## config.mk

```make
export PLATFORM = sky130hd
export DESIGN_NAME = game_timer
export DESIGN_NICKNAME = d
export VERILOG_FILES = /design/src/rtl/game_timer_pkg.sv /design/src/rtl/bcd_digit.sv /design/src/rtl/game_timer.sv
export SDC_FILE = /design/constraint.sdc
export NUM_CORES = 1
export LEC_CHECK = 0
export ABC_CLOCK_PERIOD_IN_PS = 2640
export CAP_MARGIN = 0
export CORE_ASPECT_RATIO = 1.4
export CORE_UTILIZATION = 50
export DETAILED_ROUTE_END_ITERATION = 10
export PLACE_DENSITY_LB_ADDON = 0.15
export RECOVER_POWER = 25
export SYNTH_ARGS = -nofsm -noshare
export SYNTH_HDL_FRONTEND = slang
export SYNTH_SLANG_ARGS = --single-unit
```

## constraint.sdc

```tcl
create_clock -name clk -period 2.64 [get_ports clk]
set_clock_uncertainty 0.05 [all_clocks]
set_input_delay 0.528 -clock clk [delete_from_list [all_inputs] [get_ports clk]]
set_output_delay 0.528 -clock clk [all_outputs]
set_load 0.02 [all_outputs]
```

## src/rtl/game_timer_pkg.sv

```systemverilog
// game_timer_pkg: shared types and constants for the BCD game timer.
//   state_e        - controller states (IDLE, RUN, DONE, EXPIRED)
//   BCD_W          - width of the packed hh:mm:ss BCD word
//   S0..H1         - digit positions inside the BCD word (nibble index)
//   MOD_*          - per-digit modulus for the carry/borrow chain
//   preset_valid() - checks that a BCD word is a legal hh:mm:ss value
package game_timer_pkg;

  typedef enum logic [1:0] {IDLE, RUN, DONE, EXPIRED} state_e;

  localparam int unsigned BCD_W      = 24;
  localparam int unsigned NUM_DIGITS = 6;

  localparam int unsigned S0 = 0;
  localparam int unsigned S1 = 1;
  localparam int unsigned M0 = 2;
  localparam int unsigned M1 = 3;
  localparam int unsigned H0 = 4;
  localparam int unsigned H1 = 5;

  localparam int unsigned MOD_S0 = 10;
  localparam int unsigned MOD_S1 = 6;
  localparam int unsigned MOD_M0 = 10;
  localparam int unsigned MOD_M1 = 6;
  localparam int unsigned MOD_H0 = 10;
  localparam int unsigned MOD_H1 = 10;

  function automatic logic preset_valid(input logic [BCD_W-1:0] p);
    logic ok;
    ok = 1'b1;
    for (int unsigned i = 0; i < NUM_DIGITS; i++) begin
      if (p[i*4 +: 4] > 4'd9) ok = 1'b0;
    end
    if (p[S1*4 +: 4] > 4'd5 || p[M1*4 +: 4] > 4'd5) ok = 1'b0;
    return ok;
  endfunction

endpackage

```

## src/rtl/bcd_digit.sv

```systemverilog
// bcd_digit: one modulo-MOD BCD digit of the timer chain.
//   clk, rst      - clock, synchronous active-low reset (digit -> 0)
//   load/load_val - parallel load, highest priority
//   inc / dec     - step up / down with wrap (inc wins if both set)
//   digit         - current digit value
//   carry_out     - digit sits at MOD-1, so an increment here carries
//   borrow_out    - digit sits at 0, so a decrement here borrows
// carry_out/borrow_out are position flags rather than gated strobes; the
// top ANDs them along the chain, which also yields saturation and
// last-second detection without a separate comparator.
module bcd_digit #(
  parameter int unsigned MOD = 10
) (
  input  logic       clk,
  input  logic       rst,
  input  logic       load,
  input  logic [3:0] load_val,
  input  logic       inc,
  input  logic       dec,
  output logic [3:0] digit,
  output logic       carry_out,
  output logic       borrow_out
);

  localparam logic [3:0] TOP = 4'(MOD - 1);

  logic [3:0] digit_q;
  logic [3:0] digit_d;

  always_comb begin
    digit_d = digit_q;
    if (load) begin
      digit_d = load_val;
    end else if (inc) begin
      digit_d = (digit_q == TOP) ? '0 : digit_q + 4'd1;
    end else if (dec) begin
      digit_d = (digit_q == '0) ? TOP : digit_q - 4'd1;
    end
  end

  always_ff @(posedge clk) begin
    if (!rst) digit_q <= '0;
    else      digit_q <= digit_d;
  end

  assign digit      = digit_q;
  assign carry_out  = (digit_q == TOP);
  assign borrow_out = (digit_q == '0);

endmodule

```

## src/rtl/game_timer.sv

```systemverilog
// game_timer: BCD hh:mm:ss stopwatch / countdown with pause, expiry and
// best-time capture.
//   clk, rst   - clock, synchronous active-low reset
//   start      - pulse: latch mode/preset and start counting
//   clear      - pulse: back to IDLE showing 00:00:00, best kept
//   run_en     - level: counting allowed (0 = paused)
//   finish     - pulse: freeze in DONE and record best (count-up only)
//   mode       - 0 = count up, 1 = count down (sampled on start)
//   preset     - countdown start value, BCD {h1,h0,m1,m0,s1,s0}
//   bcd        - current time, BCD
//   sec_tick   - one-cycle pulse per BCD update
//   running    - state is RUN
//   expired    - countdown hit zero or count-up saturated
//   best       - lowest finished count-up time, BCD
//   best_valid - best holds a recorded time
module game_timer
  import game_timer_pkg::*;
#(
  parameter int unsigned CLK_HZ = 50000000,
  parameter int unsigned PRE_W  = 26
) (
  input  logic             clk,
  input  logic             rst,
  input  logic             start,
  input  logic             clear,
  input  logic             run_en,
  input  logic             finish,
  input  logic             mode,
  input  logic [BCD_W-1:0] preset,
  output logic [BCD_W-1:0] bcd,
  output logic             sec_tick,
  output logic             running,
  output logic             expired,
  output logic [BCD_W-1:0] best,
  output logic             best_valid
);

  localparam logic [PRE_W-1:0] PRE_LAST = PRE_W'(CLK_HZ - 1);

  state_e           state_q, state_d;
  logic [PRE_W-1:0] pre_q, pre_d;
  logic             mode_q, mode_d;
  logic             sec_tick_q, sec_tick_d;
  logic [BCD_W-1:0] best_q, best_d;
  logic             best_valid_q, best_valid_d;

  logic             load;
  logic [BCD_W-1:0] load_val;
  logic             tick_inc, tick_dec;
  logic [5:0]       inc_v, dec_v, carry_v, borrow_v;
  logic             start_ok, saturated, last_sec;

  // Increment/decrement ripple: a digit steps only when every lower digit
  // is at its wrap point.
  always_comb begin
    inc_v[S0] = tick_inc;
    inc_v[S1] = inc_v[S0] & carry_v[S0];
    inc_v[M0] = inc_v[S1] & carry_v[S1];
    inc_v[M1] = inc_v[M0] & carry_v[M0];
    inc_v[H0] = inc_v[M1] & carry_v[M1];
    inc_v[H1] = inc_v[H0] & carry_v[H0];
    dec_v[S0] = tick_dec;
    dec_v[S1] = dec_v[S0] & borrow_v[S0];
    dec_v[M0] = dec_v[S1] & borrow_v[S1];
    dec_v[M1] = dec_v[M0] & borrow_v[M0];
    dec_v[H0] = dec_v[M1] & borrow_v[M1];
    dec_v[H1] = dec_v[H0] & borrow_v[H0];
  end

  // All digits at their maximum means 99:59:59.
  assign saturated = &carry_v;
  // 00:00:01: the next decrement lands on zero.
  assign last_sec  = (&borrow_v[H1:S1]) && (bcd[S0*4 +: 4] == 4'd1);
  assign start_ok  = start && (!mode || preset_valid(preset));

  always_comb begin
    state_d      = state_q;
    pre_d        = pre_q;
    mode_d       = mode_q;
    sec_tick_d   = 1'b0;
    best_d       = best_q;
    best_valid_d = best_valid_q;
    load         = 1'b0;
    load_val     = '0;
    tick_inc     = 1'b0;
    tick_dec     = 1'b0;

    if (clear) begin
      state_d = IDLE;
      load    = 1'b1;
      pre_d   = '0;
    end else if (start_ok) begin
      mode_d   = mode;
      load     = 1'b1;
      load_val = mode ? preset : '0;
      pre_d    = '0;
      state_d  = (mode && preset == '0) ? EXPIRED : RUN;
    end else if (finish && state_q == RUN) begin
      state_d = DONE;
      if (!mode_q && (!best_valid_q || bcd < best_q)) begin
        best_d       = bcd;
        best_valid_d = 1'b1;
      end
    end else if (state_q == RUN && run_en) begin
      if (pre_q == PRE_LAST) begin
        pre_d = '0;
        if (!mode_q) begin
          if (saturated) begin
            state_d = EXPIRED;
          end else begin
            tick_inc   = 1'b1;
            sec_tick_d = 1'b1;
          end
        end else begin
          tick_dec   = 1'b1;
          sec_tick_d = 1'b1;
          if (last_sec) state_d = EXPIRED;
        end
      end else begin
        pre_d = pre_q + PRE_W'(1);
      end
    end
  end

  always_ff @(posedge clk) begin
    if (!rst) begin
      state_q      <= IDLE;
      pre_q        <= '0;
      mode_q       <= 1'b0;
      sec_tick_q   <= 1'b0;
      best_q       <= '0;
      best_valid_q <= 1'b0;
    end else begin
      state_q      <= state_d;
      pre_q        <= pre_d;
      mode_q       <= mode_d;
      sec_tick_q   <= sec_tick_d;
      best_q       <= best_d;
      best_valid_q <= best_valid_d;
    end
  end

  bcd_digit #(.MOD(MOD_S0)) u_s0 (
    .clk(clk), .rst(rst), .load(load), .load_val(load_val[S0*4 +: 4]),
    .inc(inc_v[S0]), .dec(dec_v[S0]), .digit(bcd[S0*4 +: 4]),
    .carry_out(carry_v[S0]), .borrow_out(borrow_v[S0])
  );
  bcd_digit #(.MOD(MOD_S1)) u_s1 (
    .clk(clk), .rst(rst), .load(load), .load_val(load_val[S1*4 +: 4]),
    .inc(inc_v[S1]), .dec(dec_v[S1]), .digit(bcd[S1*4 +: 4]),
    .carry_out(carry_v[S1]), .borrow_out(borrow_v[S1])
  );
  bcd_digit #(.MOD(MOD_M0)) u_m0 (
    .clk(clk), .rst(rst), .load(load), .load_val(load_val[M0*4 +: 4]),
    .inc(inc_v[M0]), .dec(dec_v[M0]), .digit(bcd[M0*4 +: 4]),
    .carry_out(carry_v[M0]), .borrow_out(borrow_v[M0])
  );
  bcd_digit #(.MOD(MOD_M1)) u_m1 (
    .clk(clk), .rst(rst), .load(load), .load_val(load_val[M1*4 +: 4]),
    .inc(inc_v[M1]), .dec(dec_v[M1]), .digit(bcd[M1*4 +: 4]),
    .carry_out(carry_v[M1]), .borrow_out(borrow_v[M1])
  );
  bcd_digit #(.MOD(MOD_H0)) u_h0 (
    .clk(clk), .rst(rst), .load(load), .load_val(load_val[H0*4 +: 4]),
    .inc(inc_v[H0]), .dec(dec_v[H0]), .digit(bcd[H0*4 +: 4]),
    .carry_out(carry_v[H0]), .borrow_out(borrow_v[H0])
  );
  bcd_digit #(.MOD(MOD_H1)) u_h1 (
    .clk(clk), .rst(rst), .load(load), .load_val(load_val[H1*4 +: 4]),
    .inc(inc_v[H1]), .dec(dec_v[H1]), .digit(bcd[H1*4 +: 4]),
    .carry_out(carry_v[H1]), .borrow_out(borrow_v[H1])
  );

  assign sec_tick   = sec_tick_q;
  assign running    = (state_q == RUN);
  assign expired    = (state_q == EXPIRED);
  assign best       = best_q;
  assign best_valid = best_valid_q;

endmodule
```

==> reports/metrics.csv, run 1 <==
metric;value;unit
synthesized area;5400;sq um
failing checks;setup timing;
status;complete, but fails checks;
DR vias;6150;
Yosys warnings;0;
final core utilization;73.6;%
GRT overflow;0;
syn_area_per_cell;7.82;sq um
Synth cell types;70;
Worst-path clk slew;60;ps
Post-synth EDFFs;0;
max-cap violations;0;
post-route ant nets;0;
crit path capture type;register;
fin. max-slew vios;0;
Power Density;407;nW/um^2
Worst path slowest cell;or4_4;
CTS H-Tree Depth;3;
Hold Path Class;reg2reg;
FF/Latch Area;1600;sq um
Leak Pwr;2.94;nW
multi-input logic area;3600;sq um
register bit count reported by yosys;79;
gpl congestion;0.949;
crit path time final;2680;ps
vias in the first global route;5939;
Clock Sink Count;79;
Rows;44;
WL per Instance;17.7;um
Fmax achieved;0.373;GHz
Initial Util;51.6;%
filler cell count;812;
CTS max path bufs;2;
DP Worst Slack;-495;ps
critical path class;reg2reg;
syn nets;745;
CP Launch Type;register;
worst-path cell chain;nor4bb_1 > nand3_1 > buf_4 > or4_4 > buf_4 > xnor2_1 > a32oi_1 > a31oi_1;
CP max FO;6;
num ports;83;
most common cell after layout, fill and taps aside;buf_4;
fraction of layout instances using a drive strength above 1;23.3;%
Finish-stage setup viols;7;
Final period util;102;%
most numerous cell on the critical path;buf_4;
core area;10500;sq um
largest net degree at the start of global routing;75;
DRT Pass-1 Iters;6;
async set or reset register ratio after synthesis;0;%
CTS Hold Bufs;0;
Fin. Hold Viols;0;
Routed WL;18.0;mm
vias per cell;6.04;
ANT cells;0;
Die Width;89.8;um
GRT Total Usage;31.9;%
Clk Latency, worst-skew pair;340;ps
CTS tree;done;
Post-Synthesis Cells;690;
Synth Flop Type;dfxtp_1;
Seq/Total Area, Yosys;29.3;%
DRT iter0 DRCs;396;
initial antenna violation count;0;
unrepaired setup endpoints after global routing;true;
slew of the pin with the lowest slew margin;597;ps
die area;11200;sq um
R2R Setup Slk;-40;ps
height of the chip;125;um
VDD IR-drop max;341;uV
slew margin rel.;59.8;%
largest stage delay on the critical path;610;ps
Worst EP arrival;2850;ps
# nets final;930;
first-pass GRT wire length;29.0;mm
commonest cells after routing, fill and taps aside;buf_4 (127), nand2_1 (96), dfxtp_1 (67);
# DRC;0;
clk root buf;clkbuf_16;
Num CTS Buffers;9;
WP data required;2810;ps
DP HPWL;13.2;mm
Final Worst Setup Slack;-42.1;ps
area grow syn2layout;42.6;%
PortBufs;82;
[power breakdown]
part	internal, mW	switching [mW]	total [mW]
clock	0.686	0.499	1.19
combinational	0.322	0.384	0.705
sequential	1.22	0.0208	1.24
total	2.23	0.904	3.13
[kinds of logic after synthesis]
group | synth area share [%]
simple gates | 28.8
mux | 5.96
buf+inv | 6.86
flops | 29.3
fa+ha+maj | 5.56
compound gates | 18.7
xor+xnor | 4.87
[timing repair]
action,CTS,global route
setup endpoints to repair,45,43
setup buffers,4,6
resized for setup,24,20
gates cloned,1,1
pin swaps,5,10
[Yosys cell counts, types with 8 or more instances]
library cell / count / area share, %
a32oi_1: 8 / 1.3
xor2_1: 15 / 2.4
a31oi_1: 11 / 1.3
nor2_1: 49 / 3.4
nor4_1: 16 / 1.9
o21ai_0: 33 / 3.1
inv_1: 38 / 2.6
dfxtp_1: 79 / 29
clkbuf_1: 30 / 2.1
nand3_1: 24 / 2.2
nand2_1: 96 / 6.7
xnor2_1: 15 / 2.4
or3_1: 9 / 1.0
mux2i_1: 31 / 5.7
nor3_1: 15 / 1.4
ha_1: 24 / 5.6
nand4_1: 24 / 2.8
a21oi_1: 26 / 2.4
[worst paths after layout]
path / start / endpoint / cells after the start
setup / recovery: u_s0.digit[3]$_SDFFE_PN0P_ / u_h1.digit[1]$_SDFFE_PN0P_ / 8
hold / removal: best[7]$_SDFFE_PN0P_ / best[7]$_SDFFE_PN0P_ / 2
hold reg to reg: best[7]$_SDFFE_PN0P_ / best[7]$_SDFFE_PN0P_ / 2
setup reg to reg: u_s0.digit[3]$_SDFFE_PN0P_ / u_h1.digit[1]$_SDFFE_PN0P_ / 8
[critical path: cells and delay by family (launching register included)]
| family | cells | cell delay [ps] |
|---|---|---|
| xor+xnor | 1 | 110 |
| flops | 1 | 340 |
| simple gates | 3 | 1370 |
| buf+inv | 2 | 390 |
| compound gates | 2 | 290 |
[routing by layer]
layer / share of wire, % / global-route usage [%] / wire length, um
met5: 0 / 0 / 0
met4: 4.3 / 16.8 / 773
met3: 6.0 / 4.81 / 1090
met2: 52 / 58.0 / 9300
met1: 38 / 35.7 / 6870
[stage by stage]
stage          TNS (ps)  total power [mW]  hold slack (ps)  area [sq um]  cells
6_report           -150              3.13              427          7700   1018
5_1_grt           -1930              3.25              441          7700   1018
4_1_cts           -7.52              3.12              426          7580   1011
3_3_place_gp     -14380              1.91              408          7160    990
3_5_place_dp     -18330              1.93              421          7160    990
2_1_floorplan      -986              1.64              399          5460    690
[layout make-up]
| type | instances | share of cell area (%) |
|---|---|---|
| tap | 138 | 2.24 |
| sequential | 79 | 20.8 |
| timing repair buffer | 216 | 24.7 |
| inverter | 38 | 1.85 |
| multi-input combinational | 531 | 46.8 |
| clock inverter | 3 | 0.228 |
| clock buffer | 13 | 3.38 |
[registers in the layout, summed over array words and instances (netlist names), 2 cells and up]
signal / count
best: 24
pre_q: 26
state_q: 2
u_h0.digit: 4
u_h1.digit: 4
u_m0.digit: 4
u_m1.digit: 4
u_s0.digit: 4
u_s1.digit: 4
(Power assumes the default switching activity.)
==> run 2, diff against run 1 <==
Settings changed: CORE_UTILIZATION 50 to 32, CTS_BUF_LIST from default to sky130_fd_sc_hd__clkbuf_8.
==> reports/metrics.csv, run 2 (synthesis results as in run 1) <==
metric;value;unit
largest net degree at the start of global routing;54;
CTS max path bufs;2;
Final Worst Setup Slack;-59.9;ps
PortBufs;82;
r2r worst-path depth;7;
Power Density;372;nW/um^2
worst reg2reg startpoint;pre_q[11]$_SDFFE_PP0P_;
Clk Latency, worst-skew pair;390;ps
Final period util;102;%
CP max FO;4;
Leak Pwr;3.00;nW
# DRC;7;
failing checks;DRC, setup timing;
Initial Util;33.1;%
GRT overflow;0;
Die Width;112;um
clk root buf;clkbuf_8;
R2R Setup Slk;-60;ps
Hold Startpoint;best[11]$_SDFFE_PN0P_;
DP Worst Slack;-398;ps
Rows;55;
num ports;83;
initial antenna violation count;0;
Fin. Hold Viols;0;
Post-DP Area;7340;sq um
GRT Total Usage;22.1;%
fin. max-slew vios;0;
worst r2r dst;u_s1.digit[3]$_SDFFE_PN0P_;
die area;17400;sq um
crit path capture type;register;
uppermost layer routed;met4;
max-cap violations;0;
met2 WL post-DR;9.90;mm
fraction of layout instances using a drive strength above 1;24.8;%
Clock Sink Count;79;
Finish-stage setup viols;8;
DRT Pass-1 Iters;8;
Worst EP arrival;2960;ps
M1 WL;7.79;mm
DR vias;5888;
post-route ant nets;0;
slew margin rel.;60.4;%
number of flip-flops in the largest register;26;
Num CTS Buffers;9;
WL per Instance;17.4;um
vias in the first global route;5851;
commonest cells after routing, fill and taps aside;buf_4 (136), nand2_1 (96), dfxtp_1 (68);
VDD IR-drop max;228;uV
CTS tree;done;
# nets final;942;
DRT iter0 DRCs;329;
height of the chip;156;um
area grow syn2layout;45.5;%
Hold Path Class;reg2reg;
CTS H-Tree Depth;3;
ANT cells;0;
unrepaired setup endpoints after global routing;true;
Hold EP;best[11]$_SDFFE_PN0P_;
vias per cell;5.40;
status;complete, but fails checks;
critical path class;reg2reg;
gpl congestion;0.859;
met3 WL;686;um
WP data required;2900;ps
Routed WL;18.9;mm
CP Launch Type;register;
first-pass GRT wire length;30.2;mm
core area;16300;sq um
Fmax achieved;0.370;GHz
Finished Cell Area;7850;sq um
slew of the pin with the lowest slew margin;588;ps
Top reg by flops;pre_q;
Worst-path clk slew;90;ps
WHS;424;ps
most common cell after layout, fill and taps aside;buf_4;
DP HPWL;14.1;mm
hold depth;2;
crit path time final;2700;ps
CP Launch Point;pre_q[11]$_SDFFE_PP0P_;
==> run 2: changes by cell type in the layout (fill, tap and decap cells not counted), moves of 2 or more <==
cell and change:
clkbuf_16 -10, buf_4 +9, clkbuf_8 +9, buf_12 +2, buf_6 +2, clkbuf_1 -2
dlygate4sd2_1 -2, nor4bb_1 -2
==> run 2: how the worst max path moves through the flow <==
stage | endpoint
finish | u_s1.digit[3]$_SDFFE_PN0P_
global route | u_h1.digit[3]$_SDFFE_PN0P_
CTS | u_s1.digit[1]$_SDFFE_PN0P_
detailed placement | u_m1.digit[1]$_SDFFE_PN0P_
global placement | u_m1.digit[1]$_SDFFE_PN0P_
floorplan | best[15]$_SDFFE_PN0P_
==> run 2: critical path: stages (launching register included) <==
cell	delay (ps)
dfxtp_1	320
or4_4	570
or4_4	460
or3_4	350
nor3b_2	160
or3_1	140
or4b_1	440
a21oi_1	130
==> run 2: through the flow <==
step	total power [mW]	setup TNS (ps)	instances	util [%]
floorplan	1.64	-986	690	-
global placement	1.94	-14380	1061	45.0
detailed placement	1.94	-15540	1061	45.0
CTS	2.93	-208	1086	47.4
global route	3.05	-1900	1090	48.2
finish	2.92	-147	1090	48.2
==> run 2: report_power, final <==
part	total [mW]	leakage [nW]	switching (mW)	internal, mW
logic	0.716	2.26	0.383	0.333
registers	1.24	0.645	0.0207	1.22
clock network	0.968	0.103	0.490	0.479
total	2.92	3.00	0.893	2.03
==> run 2: per-layer routing <==
metal / global-route usage, % / vias up
met5: 0 / -
met4: 10.2 / 0
met3: 2.84 / 31
met2: 41.2 / 121
met1: 24.9 / 2835
li1: - / 2901
==> run 2: layout make-up <==
type,instances,area [sq um]
clock inverter,4,46.3
sequential,79,1600
clock buffer,11,151
tap,199,249
inverter,38,143
multi-input combinational,531,3650
timing repair buffer,228,2010
fill,1619,8460
==> run 2: timing repair <==
item                                    CTS  global route
gates resized for setup                  25            30
endpoints found under the setup margin   39            45
buffers inserted                          8             6
hold buffers                              0             0
pin swaps                                 6            15
gates cloned                              2             0
